===== config.mk =====
export PLATFORM = sky130hd
export DESIGN_NAME = para_sram_reader_flat
export DESIGN_NICKNAME = d
export VERILOG_FILES = /design/src/rtl/para_sram_reader_if.sv /design/src/rtl/para_sram_reader.sv /design/src/flat_wrapper.sv
export SDC_FILE = /design/constraint.sdc
export NUM_CORES = 1
export LEC_CHECK = 0
export BUFFER_PORTS_ARGS = -buffer_cell sky130_fd_sc_hd__buf_4
export CAP_MARGIN = 10
export CORE_ASPECT_RATIO = 1.4
export CORE_MARGIN = 2
export CORE_UTILIZATION = 53
export CTS_BUF_LIST = sky130_fd_sc_hd__clkbuf_4
export DETAILED_ROUTE_END_ITERATION = 8
export GPL_ROUTABILITY_DRIVEN = 1
export GPL_TIMING_DRIVEN = 0
export PLACE_DENSITY = 0.78
export SYNTH_ARGS = -nofsm -noshare
export SYNTH_HDL_FRONTEND = slang
export SYNTH_SLANG_ARGS = --single-unit

===== constraint.sdc =====
create_clock -name i_clk -period 16.8 [get_ports i_clk]
set_clock_uncertainty 0.15 [all_clocks]
set_input_delay 0.84 -clock i_clk [delete_from_list [all_inputs] [get_ports i_clk]]
set_output_delay 0.84 -clock i_clk [all_outputs]
set_load 0.1 [all_outputs]

===== src/rtl/para_sram_reader_if.sv =====
// Bus bundle between para_sram_reader, the paraSRAM read port and the downstream consumer.
// Defining PARA_SRAM_READER_PERF_EN adds the o_stall_cnt performance output.
interface para_sram_reader_if #(
    parameter int NUM_PARALLEL = 6,
    parameter int ADDR_W       = 13,
    parameter int DATA_W       = 24
);
    logic                                 i_start;
    logic [ADDR_W-1:0]                    i_base_addr;
    logic [ADDR_W-1:0]                    i_length;
    logic [NUM_PARALLEL-1:0][ADDR_W-1:0]  o_read_address;
    logic [NUM_PARALLEL-1:0][DATA_W-1:0]  i_read_data;
    logic [NUM_PARALLEL-1:0][DATA_W-1:0]  o_data;
    logic                                 o_valid;
    logic                                 i_ready;
    logic                                 o_busy;
    logic                                 o_done;
`ifdef PARA_SRAM_READER_PERF_EN
    logic [15:0]                          o_stall_cnt;
`endif

    modport slave (
        input  i_start, i_base_addr, i_length, i_read_data, i_ready,
        output o_read_address, o_data, o_valid, o_busy, o_done
`ifdef PARA_SRAM_READER_PERF_EN
        , output o_stall_cnt
`endif
    );

    modport master (
        output i_start, i_base_addr, i_length, i_read_data, i_ready,
        input  o_read_address, o_data, o_valid, o_busy, o_done
`ifdef PARA_SRAM_READER_PERF_EN
        , input o_stall_cnt
`endif
    );
endinterface


===== src/rtl/para_sram_reader.sv =====
// Streaming read initiator for paraSRAM: walks an address range, absorbs read latency, emits beats on valid/ready.
// Optional feature macro: PARA_SRAM_READER_PERF_EN (adds the saturating o_stall_cnt counter).
//
// state | meaning
// IDLE  | waiting for i_start; FIFO and in-flight pipe are empty
// RUN   | issuing beats whenever FIFO + in-flight occupancy leaves room
// DRAIN | all beats issued; waiting for the last beat handshake
module para_sram_reader #(
    parameter int NUM_PARALLEL = 6,
    parameter int ADDR_W       = 13,
    parameter int DATA_W       = 24,
    parameter int READ_LAT     = 1
) (
    input  logic              i_clk,
    input  logic              i_rst,
    para_sram_reader_if.slave bus
);
    localparam int D    = READ_LAT + 2;
    localparam int NSTG = READ_LAT + 1;
    localparam int PW   = $clog2(D);
    localparam int CW   = $clog2(D + 1);

    typedef enum logic [1:0] {IDLE, RUN, DRAIN} state_t;
    typedef logic [NUM_PARALLEL-1:0][DATA_W-1:0] beat_t;
    typedef logic [NUM_PARALLEL-1:0][ADDR_W-1:0] lanes_t;

    state_t            state_q;
    logic [ADDR_W-1:0] len_q;
    logic [ADDR_W-1:0] issue_cnt_q;
    logic [ADDR_W-1:0] dlvr_cnt_q;
    logic [ADDR_W-1:0] next_addr_q;
    lanes_t            rd_addr_q;
    logic [NSTG-1:0]   inflight_q;
    beat_t             fifo_q [D];
    logic [PW-1:0]     wr_ptr_q;
    logic [PW-1:0]     rd_ptr_q;
    logic [CW-1:0]     fifo_cnt_q;
    logic              done_q;

    logic              start_acc;
    logic              issue;
    logic              capture;
    logic              pop;
    logic              valid;
    logic [ADDR_W-1:0] issue_base;
    int                occupancy;

    assign valid      = (fifo_cnt_q != '0);
    assign pop        = valid && bus.i_ready;
    assign capture    = inflight_q[READ_LAT];
    assign start_acc  = (state_q == IDLE) && bus.i_start;
    assign issue_base = (state_q == IDLE) ? bus.i_base_addr : next_addr_q;

    // A pop on this edge frees a slot, which keeps a full-rate stream at 1 beat/cycle without overflow.
    always_comb begin
        occupancy = int'(fifo_cnt_q) - (pop ? 1 : 0);
        for (int s = 0; s < NSTG; s++) begin
            occupancy = occupancy + int'(inflight_q[s]);
        end
    end

    // Beat 0 goes out on the start edge itself; the FIFO is always empty in IDLE.
    assign issue = (start_acc && (bus.i_length != '0)) || ((state_q == RUN) && (occupancy < D));

    always_ff @(posedge i_clk or posedge i_rst) begin
        if (i_rst) begin
            state_q     <= IDLE;
            len_q       <= '0;
            issue_cnt_q <= '0;
            dlvr_cnt_q  <= '0;
            next_addr_q <= '0;
            rd_addr_q   <= '0;
            inflight_q  <= '0;
            wr_ptr_q    <= '0;
            rd_ptr_q    <= '0;
            fifo_cnt_q  <= '0;
            done_q      <= 1'b0;
            for (int i = 0; i < D; i++) begin
                fifo_q[i] <= '0;
            end
        end else begin
            done_q     <= 1'b0;
            inflight_q <= {inflight_q[NSTG-2:0], issue};
            if (issue) begin
                for (int j = 0; j < NUM_PARALLEL; j++) begin
                    rd_addr_q[j] <= issue_base + ADDR_W'(j);
                end
                next_addr_q <= issue_base + ADDR_W'(NUM_PARALLEL);
            end
            if (capture) begin
                fifo_q[wr_ptr_q] <= bus.i_read_data;
                wr_ptr_q         <= (wr_ptr_q == PW'(D - 1)) ? '0 : wr_ptr_q + PW'(1);
            end
            if (pop) begin
                rd_ptr_q   <= (rd_ptr_q == PW'(D - 1)) ? '0 : rd_ptr_q + PW'(1);
                dlvr_cnt_q <= dlvr_cnt_q + ADDR_W'(1);
            end
            fifo_cnt_q <= fifo_cnt_q + CW'(capture) - CW'(pop);

            case (state_q)
                IDLE: begin
                    if (bus.i_start) begin
                        len_q      <= bus.i_length;
                        dlvr_cnt_q <= '0;
                        if (bus.i_length == '0) begin
                            issue_cnt_q <= '0;
                            done_q      <= 1'b1;
                        end else begin
                            issue_cnt_q <= ADDR_W'(1);
                            state_q     <= (bus.i_length == ADDR_W'(1)) ? DRAIN : RUN;
                        end
                    end
                end
                RUN: begin
                    if (issue) begin
                        issue_cnt_q <= issue_cnt_q + ADDR_W'(1);
                        if (issue_cnt_q + ADDR_W'(1) == len_q) begin
                            state_q <= DRAIN;
                        end
                    end
                end
                DRAIN: begin
                    if (pop && (dlvr_cnt_q + ADDR_W'(1) == len_q)) begin
                        done_q  <= 1'b1;
                        state_q <= IDLE;
                    end
                end
                default: state_q <= IDLE;
            endcase
        end
    end

    assign bus.o_read_address = rd_addr_q;
    assign bus.o_data         = fifo_q[rd_ptr_q];
    assign bus.o_valid        = valid;
    assign bus.o_busy         = (state_q != IDLE);
    assign bus.o_done         = done_q;

`ifdef PARA_SRAM_READER_PERF_EN
    logic [15:0] stall_cnt_q;

    always_ff @(posedge i_clk or posedge i_rst) begin
        if (i_rst) begin
            stall_cnt_q <= '0;
        end else if (start_acc) begin
            stall_cnt_q <= '0;
        end else if (valid && !bus.i_ready && (stall_cnt_q != 16'hFFFF)) begin
            stall_cnt_q <= stall_cnt_q + 16'd1;
        end
    end

    assign bus.o_stall_cnt = stall_cnt_q;
`endif
endmodule


===== src/flat_wrapper.sv =====
// flat-port wrapper written by rule: the top's interface ports become plain ports
module para_sram_reader_flat 
#(
    parameter int NUM_PARALLEL = 6,
    parameter int ADDR_W       = 13,
    parameter int DATA_W       = 24,
    parameter int READ_LAT     = 1
)
  (i_clk, i_rst, bus_i_start, bus_i_base_addr, bus_i_length, bus_i_read_data, bus_i_ready, bus_o_read_address, bus_o_data, bus_o_valid, bus_o_busy, bus_o_done);
  para_sram_reader_if #(.NUM_PARALLEL(NUM_PARALLEL), .ADDR_W(ADDR_W), .DATA_W(DATA_W)) bus_i ();
  input  logic i_clk;
  input  logic i_rst;
  input wire logic [$bits(bus_i.i_start)-1:0] bus_i_start;
  input wire logic [$bits(bus_i.i_base_addr)-1:0] bus_i_base_addr;
  input wire logic [$bits(bus_i.i_length)-1:0] bus_i_length;
  input wire logic [$bits(bus_i.i_read_data)-1:0] bus_i_read_data;
  input wire logic [$bits(bus_i.i_ready)-1:0] bus_i_ready;
  output wire logic [$bits(bus_i.o_read_address)-1:0] bus_o_read_address;
  output wire logic [$bits(bus_i.o_data)-1:0] bus_o_data;
  output wire logic [$bits(bus_i.o_valid)-1:0] bus_o_valid;
  output wire logic [$bits(bus_i.o_busy)-1:0] bus_o_busy;
  output wire logic [$bits(bus_i.o_done)-1:0] bus_o_done;
  assign bus_i.i_start = bus_i_start;
  assign bus_i.i_base_addr = bus_i_base_addr;
  assign bus_i.i_length = bus_i_length;
  assign bus_i.i_read_data = bus_i_read_data;
  assign bus_i.i_ready = bus_i_ready;
  assign bus_o_read_address = bus_i.o_read_address;
  assign bus_o_data = bus_i.o_data;
  assign bus_o_valid = bus_i.o_valid;
  assign bus_o_busy = bus_i.o_busy;
  assign bus_o_done = bus_i.o_done;
  para_sram_reader #(.NUM_PARALLEL(NUM_PARALLEL), .ADDR_W(ADDR_W), .DATA_W(DATA_W), .READ_LAT(READ_LAT)) u_core (.i_clk(i_clk), .i_rst(i_rst), .bus(bus_i));
endmodule

; Word-level counts from Yosys, hierarchy flattened
; Index checks and enable logic that the tools add are counted.
[totals]
register_bits = 573
input_bits = 174
output_inout_bits = 225
[classes]
add_sub_neg = 15
magnitude_cmp = 4
eq_ne = 12
muxes = 28
bitwise = 2
reduce_logical = 16
[op_table]
columns = operator, count
row1 = $bwmux W432, 1
row2 = $mux W144, 3
row3 = $bmux W144 S2, 1
row4 = $demux W144 S2, 1
row5 = $mux W13, 6
row6 = $add A32 B2 Y32, 2
row7 = $add A13 B1 Y13 const B, 3
row8 = $add A13 B3 Y13 const B, 3
row9 = $lt A32 B3 Y1 const B, 1
row10 = $sub A3 B32 Y32, 1
row11 = $add A13 B2 Y13 const B, 2
row12 = $eq A13 B13 Y1, 2
row13 = $pmux W13 S2, 1
row14 = $mux W2, 8
row15 = $eq A13 B1 Y1 const B, 1
row16 = $logic_not A13 Y1, 1
row17 = $reduce_bool A13 Y1, 1
row18 = $eq A2 B2 Y1 const B, 3
row19 = $ge A3 B3 Y1 const B, 2
row20 = $logic_and A1 B1 Y1, 6
row21 = $ne A2 B2 Y1 const B, 3
row22 = $not A2 Y3, 2
row23 = $pmux W2 S3, 1
row24 = $reduce_bool A2 Y1, 3
row25 = other kinds (13), 19

; Logic depth before layout (Yosys ltp)
; Gate-level depths: netlist of run 1.
[depth]
depth_word = 11
depth_mapped = 15
ltp_nobuf = 14

; Least setup slack after synthesis of run 1
; No wires, ideal clock.
[synth_timing]
path_type = register -> output
from = register u_core.rd_ptr_q[0]
to = output port bus_o_data[106]
arrival_time_ns = 3.589
slack_ns = 12.221
path_stages_with_launch = 6
n_path_buf = 3
cell_sequence = dfrtp_1 clkbuf_1 clkbuf_1 buf_1 mux2i_1 o21ai_0
[synth_via]
elab_chain_cells = 4
[synth_rtl]
columns = item, line_no
row1 = "start, declared", para_sram_reader.sv:36  ; logic [PW-1:0] rd_ptr_q;
row2 = "start signal, assigned", para_sram_reader.sv:95  ; rd_ptr_q <= (rd_ptr_q == PW'(D - 1)) ? '0 : rd_ptr_q + PW'(1);
row3 = $not A2 Y3 (implied by the code), para_sram_reader.sv:134  ; assign bus.o_data = fifo_q[rd_ptr_q];
row4 = $bmux W144 S2, para_sram_reader.sv:134
row5 = $mux W144 (implied by the code) (2 in series), para_sram_reader.sv:134
row6 = "end, declared", flat_wrapper.sv:19  ; output wire logic [$bits(bus_i.o_data)-1:0] bus_o_data;
; Every way passes these cells. The select of a mux whose other input is x is not followed.

; Worst setup path after layout of run 1
[layout_timing]
from = register u_core.fifo_cnt_q[1]
to = register u_core.rd_addr_q, in the netlist u_core.bus.o_read_address[59]
[layout_via]
elab_chain_cells = 9
[layout_rtl]
columns = item, line_no
row1 = "start, declared", para_sram_reader.sv:37  ; logic [CW-1:0] fifo_cnt_q;
row2 = "start signal, assigned", para_sram_reader.sv:98  ; fifo_cnt_q <= fifo_cnt_q + CW'(capture) - CW'(pop);
row3 = $reduce_bool A2 Y1, para_sram_reader.sv:48  ; assign valid = (fifo_cnt_q != '0);
row4 = $logic_and A1 B1 Y1, para_sram_reader.sv:49  ; assign pop = valid && bus.i_ready;
row5 = $mux W1, para_sram_reader.sv:56  ; occupancy = int'(fifo_cnt_q) - (pop ? 1 : 0);
row6 = $sub A3 B32 Y32 (*), para_sram_reader.sv:56
row7 = $add A32 B2 Y32 (*) (2 in series), para_sram_reader.sv:58  ; occupancy = occupancy + int'(inflight_q[s]);
row8 = $lt A32 B3 Y1 (*), para_sram_reader.sv:63  ; assign issue = (start_acc && (bus.i_length != '0)) || ((state_q == RUN) && (occupancy < D));
row9 = $logic_and A1 B1 Y1 (*), para_sram_reader.sv:63
row10 = $logic_or A1 B1 Y1 (*), para_sram_reader.sv:63
row11 = "end signal, assigned by index", para_sram_reader.sv:86  ; rd_addr_q[j] <= issue_base + ADDR_W'(j);
row12 = "end, declared", para_sram_reader.sv:32  ; lanes_t rd_addr_q;
; Mark *: on every way between the ends. The rest lies on a longest branch, timed or not.
; A chain may end at the register's enable or synchronous reset.

==> results of run 1 <==
-- worst max-delay path, cell delays in order, from the launching register on --
cell and delay [ns]:
dfrtp_1 0.44, o21ai_0 0.64, inv_1 0.44, ha_1 0.42, fa_1 0.41, fa_1 0.39, ha_1 0.29, nand2b_1 0.05
o2bb2ai_1 0.29, a21oi_1 0.19, or2_1 0.28, clkbuf_1 0.16, inv_2 0.19, clkbuf_1 0.55, nor2_1 0.11, a21oi_1 0.16
-- flip-flops by register name, indices dropped and copies added (netlist names) --
signal                     count
u_core.fifo_q                432
u_core.bus.o_read_address     72
u_core.dlvr_cnt_q             13
u_core.issue_cnt_q            13
u_core.len_q                  13
u_core.next_addr_q            11
u_core.fifo_cnt_q              2
u_core.inflight_q              2
u_core.rd_ptr_q                2
u_core.state_q                 2
u_core.wr_ptr_q                2
u_core.bus.o_done              1
-- per-stage QoR --
step	hold slack [ns]	util, %
2_1_floorplan	0.204	-
3_3_place_gp	0.265	61.2
3_5_place_dp	0.268	61.4
4_1_cts	0.000325	67.6
5_1_grt	0.0194	67.7
6_report	0.0735	67.7
-- area by class of cell --
cell class / count / area [sq um] / area share [%]
repair buffers: 531 / 4390 / 13.3
flip-flops and latches: 565 / 14100 / 42.8
multi-input cells: 1474 / 11200 / 34.0
clock buffers: 199 / 1490 / 4.52
clock inverters: 25 / 240 / 0.728
diodes: 12 / 30.0 / 0.0909
inverters: 18 / 75.1 / 0.227
plain buffers: 154 / 637 / 1.93
well taps: 637 / 797 / 2.41
-- worst paths after layout --
path,startpoint,endpoint,cells past startpoint
min,bus_i_read_data[73],u_core.fifo_q[217],2
min in group asynchronous,i_rst,u_core.fifo_q[108],3
max reg2reg,u_core.fifo_cnt_q[1],u_core.bus.o_read_address[59],15
max in group asynchronous,i_rst,u_core.fifo_q[303],4
max,u_core.fifo_cnt_q[1],u_core.bus.o_read_address[59],15
min reg2reg,u_core.inflight_q[0],u_core.inflight_q[1],0
-- per-layer routing --
| layer | GRT usage (%) | wire length [um] | up-vias |
|---|---|---|---|
| met4 | 17.7 | 4020 | 0 |
| met5 | 0 | 0 | - |
| met2 | 48.4 | 36800 | 726 |
| met1 | 32.8 | 27500 | 10000 |
| met3 | 6.51 | 4520 | 244 |
| li1 | - | - | 9110 |
-- timing repair --
| action | 4_1_cts | 5_1_grt |
|---|---|---|
| endpoints found under the hold margin | 389 | 0 |
| hold buffers | 129 | 0 |
| setup buffers | 0 | 0 |
-- kinds of logic after synthesis --
logic type                 count (synthesis)  synth area share [%]
AOI/OAI and AO/OA                        305                  6.21
xor gates and xnor gates                 100                  3.36
and+or+nand+nor                          459                  7.66
muxes                                    592                  24.9
DFF                                      565                  54.3
adders and majority gates                 18                 0.922
buffers and inverters                    172                  2.70
-- synth_stat cells, drive strengths merged (3+ instances only) --
master,n
dfrtp,565
nand3,20
buf,36
nor4,11
inv,18
mux2i,157
and4,6
a21oi,85
nor3,13
xor2,48
xnor2,52
mux2,435
nand2,235
o31ai,6
or2,4
o21a,3
or3,7
and2,5
nor2b,7
nand2b,10
a21o,3
o41ai,3
o21ai,189
ha,16
nor2,122
and3,5
clkbuf,118
nand4,7
==> impl_metrics.yaml, run 1 <==
finish:
  num-fill-cells: 3612
  drive_gt1_share_pct: 36.6
  areaGrowthSynthToFinish_pct: 26.7
  fin_area_sq_mm: 0.0330
  final_common_cell: "dfrtp_1"
  layout_common_cells: "dfrtp_1, mux2_2, buf_4"
  num-nets-final: 3078
  final_cells: 3615
place:
  dp.cells: 3250
  dp_hpwl_mm: 49.5
  pre_cts_slack_ns: 11.42
  placed_cell_area_sq_mm: 0.0300
  numPortBuffers: 398
  place_congestion: 0.888
grt:
  grt_pass1_wl_mm: 114
  grt_pass1_vias: 21800
  grt_max_degree: 133
  track_usage_pct: 28.6
  overflow: 0
  antenna_found_initial: 10
route:
  wl_per_cell_um: 20.1
  ant_nets: 0
  via_count: 20100
  drt-initial-drc-count: 1062
  drt-total-wl_mm: 72.8
  drc_errors: 0
  viasPerCell: 5.57
  firstDrtPassIters: 7
worst_setup_path:
  ff2ff_setup_slack_ns: 11.57
  cp-start-kind: "flop"
  crit_fanout: 10
  crit_required_ns: 17.45
  critPathCaptureType: "flop"
  worstSetupPathType: "reg2reg"
  cp.arrival_ns: 5.88
run_status:
  status: "finished, final reports clean"
logic_synthesis:
  synth_edf_count: 0
  syn_avg_cell_area_sq_um: 11.8
  netlist_instances: 2211
  ys_ff_latch: 565
  synth_nets: 2403
  synth_ff_type: "dfrtp_1"
  synth_area_leaders: "dfrtp_1, mux2_2, mux2i_1"
  yosys_warnings: 0
  asyncSetResetFlopFracSynth_pct: 100
  synth-seq-area-share_pct: 54.3
  yosysTopAreaCellShare_pct: 54.3
  yosysTopAreaCell: "dfrtp_1"
  synth_cell_types: 58
  synth_area_sq_mm: 0.0261
timing:
  min_period_ns: 5.23
  fin_crit_sh_pct: 31.1
  setup_violations: 0
  tns_ns: 0
  slew_headroom_pct: 37.8
  max_freq_ghz: 0.191
  worstMarginPinSlew_ns: 0.914
  rsz0062_at_grt: "false"
  slew_violations: 0
  fin_ws_ns: 11.57
  hold_violations: 0
clock_tree:
  cts.sinks: 565
  cts_made_buffers: 142
  clk_latency_ns: 0.88
  cts.htree.levels: 4
  cts_tree: "done"
  cts_root_buffer: "clkbuf_4"
  cts.repair.resized: 0
  clk_pin_slew_ns: 0.06
  clockBufferDepth: 3
floorplanning:
  core_area_sq_mm: 0.0488
  io_pins: 399
  start_util_pct: 53.4
  die_h_um: 266
  die_w_um: 191
  rows: 96
  dieArea_sq_mm: 0.0510
min_path:
  min_path_type: "in2reg"
flow_run:
  cap_violations: 0
Power of run 1 is left out: the tool's default activity adds up to more than one toggle a clock period on the data nets, which glitch-free logic cannot reach.
==> run 2, diff against run 1 <==
==> constraint.sdc (replaced) <==
create_clock -name i_clk -period 4.5 [get_ports i_clk]
set_clock_uncertainty 0.15 [all_clocks]
set_input_delay 0.225 -clock i_clk [delete_from_list [all_inputs] [get_ports i_clk]]
set_output_delay 0.225 -clock i_clk [all_outputs]
set_load 0.1 [all_outputs]
==> run 2 against run 1 <==
Effect of this change: critical path depth unchanged; sequential share of layout area decreased by 2.8 points; sequential cell count unchanged; clock-buffer cell count increased by 9; cell area increased by 7.1%; worst setup slack got worse by 11 ns; die area unchanged; first-iteration DRC count increased by 17%; utilization increased by 4.8 points; non-clock buffer count increased by 228; highest routed layer unchanged; register-to-register slack got worse by 11 ns.
==> impl_metrics.yaml, run 2 (same netlist as run 1, synthesis figures left out) <==
min_path:
  min_path_type: "in2reg"
  worstHoldStart: "bus_i_read_data[47]"
  hold_end: "u_core.fifo_q[335]"
  hold_path_depth: 3
worst_setup_path:
  cp-start-kind: "flop"
  critPathMaxStageDelay_ns: 0.46
  cp_cell_sequence: "o21ai_4 -> clkinvlp_4 -> ha_1 -> fa_1 -> fa_1 -> ha_1 -> nand2b_1 -> o2bb2ai_2 -> a21oi_1 -> or2_1 -> clkbuf_1 -> inv_2 -> o2111ai_1 -> o41ai_2 -> a21oi_1"
  r2r-end: "u_core.state_q[0]"
  critPathCaptureType: "flop"
  crit_fanout: 9
  worstSetupPathType: "reg2reg"
  cp.arrival_ns: 4.83
  crit_required_ns: 5.10
  slowest_stage: "dfrtp_1"
  reg2reg_depth: 15
  crit_start: "u_core.fifo_cnt_q[1]"
  ff2ff_setup_slack_ns: 0.27
  worstReg2RegStart: "u_core.fifo_cnt_q[1]"
route:
  viasPerCell: 5.62
  wirelength_met1_mm: 29.4
  drc_errors: 0
  top_layer: "met4"
  via_count: 21600
  wl_met2_mm: 41.7
  wl_per_cell_um: 21.1
  firstDrtPassIters: 5
  route.met3.wl_mm: 5.11
  drt-initial-drc-count: 1245
  drt-total-wl_mm: 81.4
  ant_nets: 0
finish:
  num-fill-cells: 3148
  num-nets-final: 3308
  layout_common_cells: "dfrtp_1, mux2_2, buf_4"
  drive_gt1_share_pct: 34.7
  regArea_sq_mm: 0.0141
  final_common_cell: "dfrtp_1"
  largest_register_ffs: 432
  multi_input_area_sq_mm: 0.0112
  top_register: "u_core.fifo_q"
  areaGrowthSynthToFinish_pct: 35.7
clock_tree:
  cts_tree: "done"
  clockBufferDepth: 3
  cts.htree.levels: 4
  cts_root_buffer: "clkbuf_4"
  cts.sinks: 565
  clk_latency_ns: 0.88
  cts_made_buffers: 144
  clk_pin_slew_ns: 0.08
grt:
  track_usage_pct: 32.2
  overflow: 0
  grt_pass1_vias: 24100
  grt_pass1_wl_mm: 128
  antenna_found_initial: 7
  grt_max_degree: 46
floorplanning:
  die_h_um: 266
  dieArea_sq_mm: 0.0510
  start_util_pct: 53.4
  core_area_sq_mm: 0.0488
  rows: 96
  die_w_um: 191
  io_pins: 399
timing:
  max_freq_ghz: 0.236
  setup_violations: 0
  min_period_ns: 4.23
  fin_crit_sh_pct: 94.1
  rsz0062_at_grt: "false"
  hold_violations: 0
  slew_violations: 0
  tns_ns: 0
  worstMarginPinSlew_ns: 0.964
  slew_headroom_pct: 35.7
place:
  numPortBuffers: 398
  dp_hpwl_mm: 50.8
  place_congestion: 0.888
flow_run:
  cap_violations: 0
run_status:
  status: "finished, final reports clean"
[run 2: worst max path at each step]
stage / endpoint / slack, ns / depth (start not counted)
after floorplan: u_core.bus.o_done / -3.57 / 1
after detailed placement: u_core.bus.o_read_address[75] / -0.66 / 15
after CTS: u_core.bus.o_read_address[75] / 0.02 / 15
after global routing: u_core.state_q[0] / 0.04 / 15
after global placement: u_core.fifo_q[84] / -6.11 / 2
final: u_core.state_q[0] / 0.27 / 15
[run 2: critical path, delay by kind of cell, from the launching register on]
family	cells	cell delay, ns
AOI/OAI and AO/OA	6	1.36
adders and majority gates	4	1.36
buffers and inverters	3	0.44
DFF	1	0.46
and+or+nand+nor	2	0.36
[run 2: timing repair]
action / 4_1_cts / 5_1_grt
pin swaps: 0 / 1
hold buffers: 344 / 0
gates cloned: 0 / 0
setup buffers: 1 / 1
gates resized for setup: 4 / 6
hold endpoints to repair: 753 / 0
endpoints found under the setup margin: 89 / 72
[run 2: stage by stage]
| step | hold slack [ns] | cell area, sq um | worst slack (ns) | instances | utilization (%) |
|---|---|---|---|---|---|
| 4_1_cts | 0.00107 | 35300 | 0.0172 | 3838 | 72.4 |
| 2_1_floorplan | 0.180 | 26100 | -3.57 | 2211 | - |
| 3_3_place_gp | 0.276 | 29800 | -6.11 | 3246 | 61.2 |
| 3_5_place_dp | 0.146 | 30100 | -0.661 | 3261 | 61.8 |
| 6_report | 0.0609 | 35400 | 0.266 | 3850 | 72.5 |
| 5_1_grt | 0.0318 | 35400 | 0.0385 | 3846 | 72.5 |
[run 2: layout make-up]
| cell class | count | area share, % |
|---|---|---|
| antenna | 11 | 0.0778 |
| buffer | 154 | 1.82 |
| clock buffer | 208 | 4.42 |
| clock inverter | 24 | 0.368 |
| inverter | 18 | 0.212 |
| multi-input combinational | 1474 | 31.8 |
| sequential | 565 | 40.0 |
| tap | 637 | 2.25 |
| timing repair buffer | 759 | 19.1 |
[run 2: metal layers]
| metal | up-vias | global-route usage (%) |
|---|---|---|
| met5 | - | 0 |
| met4 | 0 | 20.7 |
| met3 | 339 | 7.71 |
| met2 | 915 | 55.8 |
| met1 | 10800 | 35.0 |
| li1 | 9553 | - |
Power of run 2 is left out for the same reason.
